`config.mk`:
```
export PLATFORM = sky130hd
export DESIGN_NAME = udp_stream_monitor
export DESIGN_NICKNAME = d
export VERILOG_FILES = /design/src/rtl/udp_mon_pkg.sv /design/src/rtl/udp_keep_check.sv /design/src/rtl/udp_stream_monitor.sv
export SDC_FILE = /design/constraint.sdc
export NUM_CORES = 1
export LEC_CHECK = 0
export ABC_AREA = 1
export BUFFER_PORTS_ARGS = -buffer_cell sky130_fd_sc_hd__buf_2
export CORE_ASPECT_RATIO = 0.8
export CORE_MARGIN = 2
export CORE_UTILIZATION = 59
export CTS_CLUSTER_SIZE = 8
export DETAILED_ROUTE_END_ITERATION = 7
export GPL_TIMING_DRIVEN = 0
export PLACE_DENSITY = 0.81
export SLEW_MARGIN = 30
export SYNTH_ARGS = -nofsm -noshare
export SYNTH_HDL_FRONTEND = slang
export SYNTH_HIERARCHICAL = 1
export SYNTH_SLANG_ARGS = --single-unit
```
`constraint.sdc`:
```
create_clock -name clk -period 3.25 [get_ports clk]
set_clock_uncertainty 0.05 [all_clocks]
set_input_delay 0.325 -clock clk [delete_from_list [all_inputs] [get_ports clk]]
set_output_delay 0.325 -clock clk [all_outputs]
set_load 0.05 [all_outputs]
```
`src/rtl/udp_mon_pkg.sv`:
```
// udp_mon_pkg: shared definitions for the UDP transmit-stream monitor.
// Holds the error-bit indices, the packet FSM state type, the header
// sideband struct and a saturating 16-bit length adder.
package udp_mon_pkg;

    localparam int unsigned ERR_VLD_DROP   = 0;
    localparam int unsigned ERR_PKT_CHANGE = 1;
    localparam int unsigned ERR_HDR_CHANGE = 2;
    localparam int unsigned ERR_KEEP_BAD   = 3;
    localparam int unsigned ERR_HDR_MIDPKT = 4;
    localparam int unsigned ERR_LEN_OVF    = 5;
    localparam int unsigned ERR_W          = 6;

    localparam int unsigned LEN_W = 16;

    typedef enum logic {
        IDLE   = 1'b0,
        IN_PKT = 1'b1
    } mon_state_t;

    typedef struct packed {
        logic [31:0] ip_dest;
        logic [31:0] ip_src;
        logic [15:0] port_dest;
        logic [15:0] port_src;
    } udp_hdr_t;

    // Packet length accumulation, clamped at all-ones.
    function automatic logic [LEN_W-1:0] len_sat_add(input logic [LEN_W-1:0] a,
                                                     input logic [LEN_W-1:0] b);
        logic [LEN_W:0] sum;
        sum = {1'b0, a} + {1'b0, b};
        return sum[LEN_W] ? '1 : sum[LEN_W-1:0];
    endfunction

endpackage

```
`src/rtl/udp_keep_check.sv`:
```
// udp_keep_check: combinational classifier for a tkeep vector.
// Ports:
//   keep       in   KEEP_W  byte enables, LSB = first byte
//   popcount   out  POP_W   number of enabled bytes
//   contiguous out  1       enabled bytes form an LSB-anchored run (or none)
//   all_ones   out  1       every byte enabled
//   zero       out  1       no byte enabled
module udp_keep_check #(
    parameter  int unsigned KEEP_W = 4,
    localparam int unsigned POP_W  = $clog2(KEEP_W + 1)
) (
    input  logic [KEEP_W-1:0] keep,
    output logic [POP_W-1:0]  popcount,
    output logic              contiguous,
    output logic              all_ones,
    output logic              zero
);

    // Byte count of the beat.
    always_comb begin
        popcount = '0;
        for (int unsigned i = 0; i < KEEP_W; i++) begin
            popcount = popcount + POP_W'(keep[i]);
        end
    end

    // A run 0..01..1 has no bit left set after adding one and masking.
    assign contiguous = ((keep & (keep + KEEP_W'(1))) == '0);
    assign all_ones   = (keep == '1);
    assign zero       = (keep == '0);

endmodule

```
`src/rtl/udp_stream_monitor.sv`:
```
// udp_stream_monitor: passive checker and statistics block for the UDP
// transmit stream (AXI-Stream beats plus IP/UDP header sideband).
// Ports:
//   clk, reset_n                       clock, async active-low reset
//   ip_dest, ip_src, port_dest, port_src  header sideband (tapped)
//   tdata, tkeep, tlast, tvalid, tready   stream beat bus (tapped)
//   clear                              sync clear of counters/flags/packet state
//   err_flags                          sticky protocol error bits
//   err_pulse                          one-cycle pulse when an error bit newly sets
//   pkt_cnt, byte_cnt                  saturating accepted packet/byte counters
//   last_pkt_len, last_pkt_vld         length of latest packet and its strobe
// Build option: define UDP_STREAM_MONITOR_SVA_EN to add concurrent assertions.
module udp_stream_monitor
    import udp_mon_pkg::*;
#(
    parameter  int unsigned DATA_W        = 32,
    parameter  int unsigned MAX_PKT_BYTES = 1472,
    parameter  int unsigned CNT_W         = 32,
    localparam int unsigned KEEP_W        = DATA_W / 8
) (
    input  logic              clk,
    input  logic              reset_n,
    input  logic [31:0]       ip_dest,
    input  logic [31:0]       ip_src,
    input  logic [15:0]       port_dest,
    input  logic [15:0]       port_src,
    input  logic [DATA_W-1:0] tdata,
    input  logic [KEEP_W-1:0] tkeep,
    input  logic              tlast,
    input  logic              tvalid,
    input  logic              tready,
    input  logic              clear,
    output logic [ERR_W-1:0]  err_flags,
    output logic              err_pulse,
    output logic [CNT_W-1:0]  pkt_cnt,
    output logic [CNT_W-1:0]  byte_cnt,
    output logic [15:0]       last_pkt_len,
    output logic              last_pkt_vld
);

    localparam int unsigned POP_W = $clog2(KEEP_W + 1);
    localparam logic [LEN_W-1:0] MAX_LEN = LEN_W'(MAX_PKT_BYTES);

    udp_hdr_t           hdr_in;
    logic [POP_W-1:0]   k_pop;
    logic               k_contig;
    logic               k_all;
    logic               k_zero;

    mon_state_t         state_q,     state_d;
    udp_hdr_t           hdr_lat_q,   hdr_lat_d;
    logic [LEN_W-1:0]   run_len_q,   run_len_d;
    logic               snap_vld_q,  snap_vld_d;
    logic [DATA_W-1:0]  snap_data_q, snap_data_d;
    logic [KEEP_W-1:0]  snap_keep_q, snap_keep_d;
    logic               snap_last_q, snap_last_d;
    udp_hdr_t           snap_hdr_q,  snap_hdr_d;
    logic [ERR_W-1:0]   err_flags_q, err_flags_d;
    logic               err_pulse_q, err_pulse_d;
    logic [CNT_W-1:0]   pkt_cnt_q,   pkt_cnt_d;
    logic [CNT_W-1:0]   byte_cnt_q,  byte_cnt_d;
    logic [LEN_W-1:0]   last_len_q,  last_len_d;
    logic               last_vld_q,  last_vld_d;

    logic               acc;
    logic               stall;
    logic [LEN_W-1:0]   base_len;
    logic [LEN_W-1:0]   new_len;
    logic [CNT_W:0]     byte_sum;
    logic [ERR_W-1:0]   err_new;

    assign hdr_in = {ip_dest, ip_src, port_dest, port_src};

    udp_keep_check #(.KEEP_W(KEEP_W)) u_keep_check (
        .keep       (tkeep),
        .popcount   (k_pop),
        .contiguous (k_contig),
        .all_ones   (k_all),
        .zero       (k_zero)
    );

    // Error detection, packet FSM, snapshot and statistics next-state.
    always_comb begin
        acc      = tvalid & tready;
        stall    = tvalid & ~tready;
        base_len = (state_q == IN_PKT) ? run_len_q : '0;
        new_len  = len_sat_add(base_len, LEN_W'(k_pop));
        byte_sum = {1'b0, byte_cnt_q} + (CNT_W + 1)'(k_pop);

        err_new                 = '0;
        err_new[ERR_VLD_DROP]   = snap_vld_q & ~tvalid;
        err_new[ERR_PKT_CHANGE] = snap_vld_q & tvalid &
                                  ({tdata, tkeep, tlast} != {snap_data_q, snap_keep_q, snap_last_q});
        err_new[ERR_HDR_CHANGE] = snap_vld_q & tvalid & (hdr_in != snap_hdr_q);
        err_new[ERR_KEEP_BAD]   = acc & (k_zero | ~k_contig | (~tlast & ~k_all));
        err_new[ERR_HDR_MIDPKT] = acc & (state_q == IN_PKT) & (hdr_in != hdr_lat_q);
        // Fires only on the beat that crosses the limit, so once per packet.
        err_new[ERR_LEN_OVF]    = acc & (new_len > MAX_LEN) & (base_len <= MAX_LEN);

        state_d     = state_q;
        hdr_lat_d   = hdr_lat_q;
        run_len_d   = run_len_q;
        snap_vld_d  = stall;
        snap_data_d = stall ? tdata  : snap_data_q;
        snap_keep_d = stall ? tkeep  : snap_keep_q;
        snap_last_d = stall ? tlast  : snap_last_q;
        snap_hdr_d  = stall ? hdr_in : snap_hdr_q;
        err_flags_d = err_flags_q | err_new;
        err_pulse_d = |(err_new & ~err_flags_q);
        pkt_cnt_d   = pkt_cnt_q;
        byte_cnt_d  = byte_cnt_q;
        last_len_d  = last_len_q;
        last_vld_d  = 1'b0;

        if (acc) begin
            byte_cnt_d = byte_sum[CNT_W] ? '1 : byte_sum[CNT_W-1:0];
            if (tlast) begin
                pkt_cnt_d  = (pkt_cnt_q == '1) ? pkt_cnt_q : pkt_cnt_q + CNT_W'(1);
                last_len_d = new_len;
                last_vld_d = 1'b1;
            end
            case (state_q)
                IDLE: begin
                    if (!tlast) begin
                        state_d   = IN_PKT;
                        hdr_lat_d = hdr_in;
                        run_len_d = new_len;
                    end
                end
                IN_PKT: begin
                    run_len_d = tlast ? '0 : new_len;
                    if (tlast) begin
                        state_d = IDLE;
                    end
                end
                default: state_d = IDLE;
            endcase
        end

        // Clear overrides every event detected this cycle.
        if (clear) begin
            state_d     = IDLE;
            run_len_d   = '0;
            snap_vld_d  = 1'b0;
            err_flags_d = '0;
            err_pulse_d = 1'b0;
            pkt_cnt_d   = '0;
            byte_cnt_d  = '0;
            last_len_d  = '0;
            last_vld_d  = 1'b0;
        end
    end

    // State and output registers.
    always_ff @(posedge clk or negedge reset_n) begin
        if (!reset_n) begin
            state_q     <= IDLE;
            hdr_lat_q   <= '0;
            run_len_q   <= '0;
            snap_vld_q  <= 1'b0;
            snap_data_q <= '0;
            snap_keep_q <= '0;
            snap_last_q <= 1'b0;
            snap_hdr_q  <= '0;
            err_flags_q <= '0;
            err_pulse_q <= 1'b0;
            pkt_cnt_q   <= '0;
            byte_cnt_q  <= '0;
            last_len_q  <= '0;
            last_vld_q  <= 1'b0;
        end else begin
            state_q     <= state_d;
            hdr_lat_q   <= hdr_lat_d;
            run_len_q   <= run_len_d;
            snap_vld_q  <= snap_vld_d;
            snap_data_q <= snap_data_d;
            snap_keep_q <= snap_keep_d;
            snap_last_q <= snap_last_d;
            snap_hdr_q  <= snap_hdr_d;
            err_flags_q <= err_flags_d;
            err_pulse_q <= err_pulse_d;
            pkt_cnt_q   <= pkt_cnt_d;
            byte_cnt_q  <= byte_cnt_d;
            last_len_q  <= last_len_d;
            last_vld_q  <= last_vld_d;
        end
    end

    assign err_flags    = err_flags_q;
    assign err_pulse    = err_pulse_q;
    assign pkt_cnt      = pkt_cnt_q;
    assign byte_cnt     = byte_cnt_q;
    assign last_pkt_len = last_len_q;
    assign last_pkt_vld = last_vld_q;

`ifdef UDP_STREAM_MONITOR_SVA_EN
    // One assertion per protocol rule.
    for (genvar gi = 0; gi < int'(ERR_W); gi++) begin : g_sva
        a_err_bit: assert property (@(posedge clk) disable iff (!reset_n) !(err_new[gi] && !clear))
            else $error("udp_stream_monitor: protocol error bit %0d", gi);
    end

    a_data_w: assert property (@(posedge clk) (DATA_W % 8) == 0)
        else $error("udp_stream_monitor: DATA_W %0d is not a multiple of 8", DATA_W);
`endif

endmodule

```
==> results.yml, run 1 <==
die:
  core_sq_mm: 0.0312
  die_x_um: 202
  rows: 58
  start_util: 0.595
  die_h_um: 163
  io-pin-count: 226
  die_area_sq_mm: 0.0329
worst_setup_path:
  required_ns: 3.61
  crit_arrival_ns: 3.49
  path_delay_family: "adder cells"
  cp.depth: 17
  cpMostUsedCell: "inv_1"
  worst_r2r_endpoint: "err_pulse$_DFF_PN0_"
  critPathKind: "primary input to flip-flop"
  ff2ff_setup_slack_ns: 0.21
  startpoint_type: "primary input"
  crit_end: "byte_cnt[30]$_DFFE_PN0P_"
  path_buf_inv: 6
  endpoint_kind: "flip-flop"
  slowest_delay_ns: 0.56
  critPathLaunch: "tkeep[0]"
  cp_cell_sequence: "buf_2, inv_1, fa_1, inv_1, ha_1, ha_4, inv_1, fa_1, inv_1, a21oi_1, nor3_2, inv_1, nor4_4, or2_2, nand3_1, nand2_1, o21ai_0"
  slowest_stage: "fa_1"
  r2r-start: "state_q$_DFFE_PN0P_"
  reg2reg_depth: 20
  worst-path-max-fanout: 5
clock_network:
  clock_latency_ns: 0.56
  tritoncts: "yes"
  cts.sinks: 335
  cts-buffers-inserted: 47
  root_buffer: "clkbuf_16"
  htree_levels: 2
  cts.clk_slew.worst_paths_ns: 0.05
  cts.path.max_buffers: 3
route:
  via_per_inst: 5.39
  avgRoutedWirePerCell_um: 16.2
  drtIter0Drc: 1456
  routed_wl_um: 52600
  vias: 17500
  remaining_drc_errors: 0
  dr.pass1.iters: 7
  ant_nets: 0
pwr:
  p_per_area_mw_per_mm2: 509
  power_uw: 11100
  peakVddDrop_mv: 0.386
  p_leak_uw: 0.0114
finish:
  design.final.nets: 2965
  area_growth_pct: 18.0
  final_common_cell: "nand2_1"
  drive_gt1_frac: 0.127
  final_cell_mix: "nand2_1, inv_1, dfrtp_1, o21ai_0, nor2_1"
  n_fill_cell: 2549
yosys:
  synth-seq-cells: 335
  synth-edff-count: 0
  synth-warning-count: 6
  syn_area_per_cell_sq_um: 7.39
  seq_area_frac_synth: 0.452
  synthCells: 2511
  synthDistinctLibCells: 43
  synth_fp_nets: 2664
  synth-async-reset-ratio: 1.00
  netlist_area_sq_mm: 0.0186
  synth_flop_cell: "dfrtp_1"
job:
  drv_cap: 0
placement:
  port_buffers: 224
  gp_congestion: 0.968
  hpwl_um: 37900
  place_ws_ns: -0.702
grt:
  grt_usage: 0.322
  grt_pass1_vias: 17100
  antenna_found_initial: 19
  grt_max_degree: 87
  grt_pass1_wl_um: 85200
  grt_busiest_layer: "met2"
  gr-usage-met3: 0.0672
  grtUsageMet1: 0.441
  use_met2: 0.510
  grt_overflow: 0
timing:
  fin_crit_ns: 3.13
  max_slew_margin: 0.427
  hold_viol: 0
  fin_crit_sh: 0.963
  fmax_ghz: 0.319
  tightest_slew_ns: 0.856
  setup_viol: 0
  slew_viol_final: 0
  rsz0062_at_grt: "no"
  worst_slack_ns: 0.119
min_path:
  min_path_type: "primary input to flip-flop"
run_status:
  status: "finished clean"
how the worst min path moves through the flow:
stage,start,to,slack (ns),cells past startpoint
2_1_floorplan,reset_n,byte_cnt[0]$_DFFE_PN0P_,-0.02,0
3_3_place_gp,snap_hdr_q[51]$_DFFE_PN0P_,snap_hdr_q[51]$_DFFE_PN0P_,0.43,2
3_5_place_dp,reset_n,snap_hdr_q[46]$_DFFE_PN0P_,0.20,1
4_1_cts,tdata[8],snap_data_q[8]$_DFFE_PN0P_,0.0002,3
5_1_grt,ip_dest[30],snap_hdr_q[94]$_DFFE_PN0P_,0.01,3
6_report,tdata[28],snap_data_q[28]$_DFFE_PN0P_,0.01,3
synth_stat cells, types with 12 or more instances:
| master | count | area share |
|---|---|---|
| clkbuf_1 | 54 | 0.011 |
| o22ai_1 | 21 | 0.0071 |
| o31ai_1 | 18 | 0.0073 |
| ha_1 | 12 | 0.0081 |
| inv_1 | 347 | 0.070 |
| nand3_1 | 68 | 0.018 |
| nor2_1 | 235 | 0.048 |
| o21ai_0 | 278 | 0.075 |
| mux2_2 | 13 | 0.0079 |
| a21oi_1 | 26 | 0.0070 |
| nor4_1 | 12 | 0.0040 |
| dfrtp_1 | 335 | 0.45 |
| nand4_1 | 17 | 0.0057 |
| nand2_1 | 795 | 0.16 |
| nor3_1 | 30 | 0.0081 |
| xnor2_1 | 18 | 0.0085 |
| xor2_1 | 148 | 0.070 |
report_power, final:
part / switching (uW) / leakage, uW / internal [uW]
sequential: 349 / 0.00431 / 4640
clock: 1770 / 0.000615 / 2630
combinational: 1070 / 0.00642 / 683
total: 3190 / 0.0114 / 7960
state kept, by name, indices dropped and copies added, names as in the netlist:
register	cells
pkt_cnt	32
byte_cnt	32
hdr_lat_q	96
snap_data_q	32
run_len_q	16
state_q	1
err_pulse	1
last_pkt_vld	1
snap_last_q	1
last_pkt_len	16
snap_vld_q	1
snap_hdr_q	96
err_flags	6
snap_keep_q	4
per-stage QoR:
step           cell area (sq um)  hold slack, ns  utilization  setup TNS [ns]  cells
6_report                   21900          0.0146        0.702               0   3249
4_1_cts                    21800        0.000202        0.699               0   3232
5_1_grt                    21900          0.0118        0.701               0   3243
2_1_floorplan              18600         -0.0206            -               0   2511
3_3_place_gp               20200           0.434        0.648        -1576.92   3155
3_5_place_dp               20300           0.202        0.651          -19.61   3159
layout make-up:
class / count / area (sq um) / share of cell area
plain buffers: 73 / 319 / 0.0146
diodes: 15 / 37.5 / 0.00171
multi-input cells: 1746 / 8570 / 0.391
clock inverters: 1 / 20.0 / 0.000914
inverters: 357 / 1340 / 0.0613
flip-flops and latches: 335 / 8380 / 0.383
well taps: 420 / 526 / 0.0240
repair buffers: 252 / 1470 / 0.0673
clock buffers: 50 / 1230 / 0.0561
worst reg2reg max path, cell delays in order, from the launching register on:
cell and delay (ns):
dfrtp_1 0.46, buf_6 0.19, buf_6 0.15, nand2_1 0.06, inv_1 0.05, ha_1 0.21, fa_1 0.41, nand2_1 0.08
nand2_1 0.06, nand2_2 0.13, inv_1 0.05, nand2_1 0.11, nor2_2 0.07, nand2_1 0.08, nand2_1 0.05, nor2_1 0.22
nand2_1 0.09, nor2_1 0.13, nand2_1 0.10, nand3_1 0.07, a21oi_1 0.07
what timing repair did:
| action | in CTS | in global routing |
|---|---|---|
| buffers inserted | 1 | 2 |
| pin swaps | 1 | 1 |
| hold buffers | 21 | 0 |
| endpoints found under the setup margin | 19 | 32 |
| resized for setup | 1 | 12 |
| endpoints found under the hold margin | 65 | 0 |
routing by layer:
| layer | share of wire | vias up |
|---|---|---|
| li1 | - | 8393 |
| met1 | 0.43 | 8295 |
| met2 | 0.46 | 686 |
| met3 | 0.081 | 128 |
| met4 | 0.029 | 8 |
| met5 | 0.00097 | - |
kinds of logic after synthesis:
| family | share of synthesized area |
|---|---|
| and+or+nand+nor | 0.260 |
| muxes | 0.00789 |
| xor gates and xnor gates | 0.0783 |
| AOI/OAI and AO/OA | 0.101 |
| buffers and inverters | 0.0892 |
| adders and majority gates | 0.0113 |
| DFF | 0.452 |
Power figures use the tool's default switching activity.
==> inputs of run 2 (changes only) <==
--- a/config.mk
+++ b/config.mk
@@ -14,6 +14,7 @@
 export DETAILED_ROUTE_END_ITERATION = 7
 export GPL_TIMING_DRIVEN = 0
 export PLACE_DENSITY = 0.81
+export RECOVER_POWER = 25
 export SLEW_MARGIN = 30
 export SYNTH_ARGS = -nofsm -noshare
 export SYNTH_HDL_FRONTEND = slang
==> run 2 against run 1 <==
Effect of this change: the flow now finishes with violations (capacitance limit, slew limit); design area is essentially flat; register-to-register slack is essentially flat; sequential share of layout area is essentially flat; first-iteration DRC count shrank 0.41%; worst hold slack lost 0.0022 ns; flip-flop and latch count is the same; critical path type unchanged; combinational power is essentially flat; routed wire length grew 0.17%.
==> results.yml, run 2 (synthesis results as in run 1) <==
grt:
  grt_usage: 0.322
  grt_pass1_vias: 17100
  antenna_found_initial: 19
  grt_pass1_wl_um: 85200
  grt_overflow: 0
  grt_max_degree: 87
die:
  start_util: 0.595
  die_x_um: 202
  die_h_um: 163
  rows: 58
  io-pin-count: 226
  die_area_sq_mm: 0.0329
  core_sq_mm: 0.0312
pwr:
  seqPwrFrac: 0.448
  internal_power_uw: 7950
  power.share.clock: 0.395
  p_leak_uw: 0.0114
  sw_frac_of_total: 0.286
  switchingPower_uw: 3190
  peakVddDrop_mv: 0.386
  p_per_area_mw_per_mm2: 509
  pwr-share-comb: 0.157
finish:
  drive_gt1_frac: 0.126
  layoutNonFillerInstCount: 3250
  n_fill_cell: 2552
  final_cell_mix: "nand2_1, inv_1, dfrtp_1, o21ai_0, nor2_1"
  final_common_cell: "nand2_1"
  reg.largest.list: "hdr_lat_q: 96 flops, snap_hdr_q: 96 flops"
  design.final.nets: 2965
  area_growth_pct: 18.0
worst_setup_path:
  endpoint_kind: "flip-flop"
  cp_cell_sequence: "buf_2, inv_1, fa_1, inv_1, ha_1, ha_4, inv_1, fa_1, inv_1, a21oi_1, nor3_2, inv_1, nor4_4, or2_2, nand3_1, nand2_1, o21ai_0"
  r2r-start: "state_q$_DFFE_PN0P_"
  required_ns: 3.61
  slowest_stage: "fa_1"
  worst-path-max-fanout: 5
  slowest_delay_ns: 0.56
  critPathKind: "primary input to flip-flop"
  cpMostUsedCell: "inv_1"
  critPathLaunch: "tkeep[0]"
  crit_arrival_ns: 3.51
  path_buf_inv: 6
  path_delay_family: "adder cells"
  startpoint_type: "primary input"
route:
  vias: 17600
  ant_nets: 0
  routed_wl_um: 52700
  remaining_drc_errors: 0
  via_per_inst: 5.40
  dr.pass1.iters: 5
  drtIter0Drc: 1450
  avgRoutedWirePerCell_um: 16.2
clock_network:
  root_buffer: "clkbuf_16"
  cts.path.max_buffers: 3
  tritoncts: "yes"
  cts.clk_slew.worst_paths_ns: 0.05
  htree_levels: 2
  cts.sinks: 335
  clock_latency_ns: 0.56
  cts-buffers-inserted: 47
timing:
  slew_viol_final: 46
  fmax_ghz: 0.317
  setup_viol: 0
  rsz0062_at_grt: "no"
  hold_viol: 0
  fin_crit_sh: 0.969
  fin_crit_ns: 3.15
  worst_slack_ns: 0.100
  hold_ws_ns: 0.0124
  max_slew_margin: -0.538
  tightest_slew_ns: 2.31
run_status:
  failed_checks: "capacitance limit, slew limit"
  status: "complete, but fails checks"
min_path:
  holdCritStartpoint: "tdata[13]"
  min_path_type: "primary input to flip-flop"
placement:
  hpwl_um: 37900
  place_ws_ns: -0.702
  dp.cells: 3159
  gp_congestion: 0.968
  port_buffers: 224
job:
  drv_cap: 1
## run 2: cell types whose count changed in the layout (fill, tap and decap cells not counted)
cell	previous run	this run
clkbuf_1	55	57
buf_1	6	5
buf_12	0	1
buf_16	4	3
buf_2	229	228
buf_8	1	0
diode_2	15	16
dlymetal6s4s_1	0	1
inv_1	347	348
inv_2	8	7
## run 2: path summary, 6_finish.rpt
path                                               end  slack, ns  depth (start not counted)
max                           byte_cnt[30]$_DFFE_PN0P_       0.10                         17
min                        snap_data_q[13]$_DFFE_PN0P_       0.01                          3
max in group asynchronous   snap_keep_q[0]$_DFFE_PN0P_       0.43                          4
max reg2reg                        err_pulse$_DFF_PN0_       0.21                         20
min reg2reg                 snap_hdr_q[11]$_DFFE_PN0P_       0.45                          2
min in group asynchronous   snap_hdr_q[47]$_DFFE_PN0P_       1.06                          2
## run 2: final cells by class
class | instances | area, sq um | share of cell area
multi-input cells | 1746 | 8570 | 0.392
diodes | 16 | 40.0 | 0.00183
clock buffers | 50 | 1230 | 0.0562
plain buffers | 73 | 318 | 0.0145
repair buffers | 252 | 1460 | 0.0669
clock inverters | 1 | 20.0 | 0.000914
well taps | 420 | 526 | 0.0240
flip-flops and latches | 335 | 8380 | 0.383
inverters | 357 | 1340 | 0.0613
## run 2: worst register-to-register path, delay by kind of cell (launching register included)
| family | cells | cell delay (ns) |
|---|---|---|
| flops | 1 | 0.46 |
| fa+ha+maj | 2 | 0.62 |
| compound gates | 1 | 0.07 |
| simple gates | 13 | 1.24 |
| buf+inv | 4 | 0.45 |
## run 2: power groups by stage
stage	combinational (uW)	sequential (uW)	clock, uW
finish	1750	4990	4400
global route	2020	5040	4630
detailed placement	1710	5040	0
global placement	1620	5010	0
CTS	1750	4980	4450
floorplan	1110	5020	0
## run 2: metrics by stage
stage	setup TNS, ns	total power, uW	utilization	instance area [sq um]
5_1_grt	0	11700	0.701	21900
4_1_cts	0	11200	0.699	21800
2_1_floorplan	0	6130	-	18600
6_report	0	11100	0.702	21900
3_5_place_dp	-19.61	6750	0.651	20300
3_3_place_gp	-1576.92	6620	0.648	20200
## run 2: timing repair
action	CTS	global route
hold endpoints to repair	65	0
pin swaps	1	1
hold buffers	21	0
endpoints found under the setup margin	19	32
gates resized for setup	1	12
setup buffers	1	2
## run 2: metal layers
metal	track usage	part of all wire	up-vias	wire length (um)
met5	0	0.00097	-	51
met4	0.116	0.029	8	1540
met3	0.0672	0.084	135	4440
met2	0.510	0.46	686	24300
met1	0.441	0.42	8333	22300
li1	-	-	8389	-
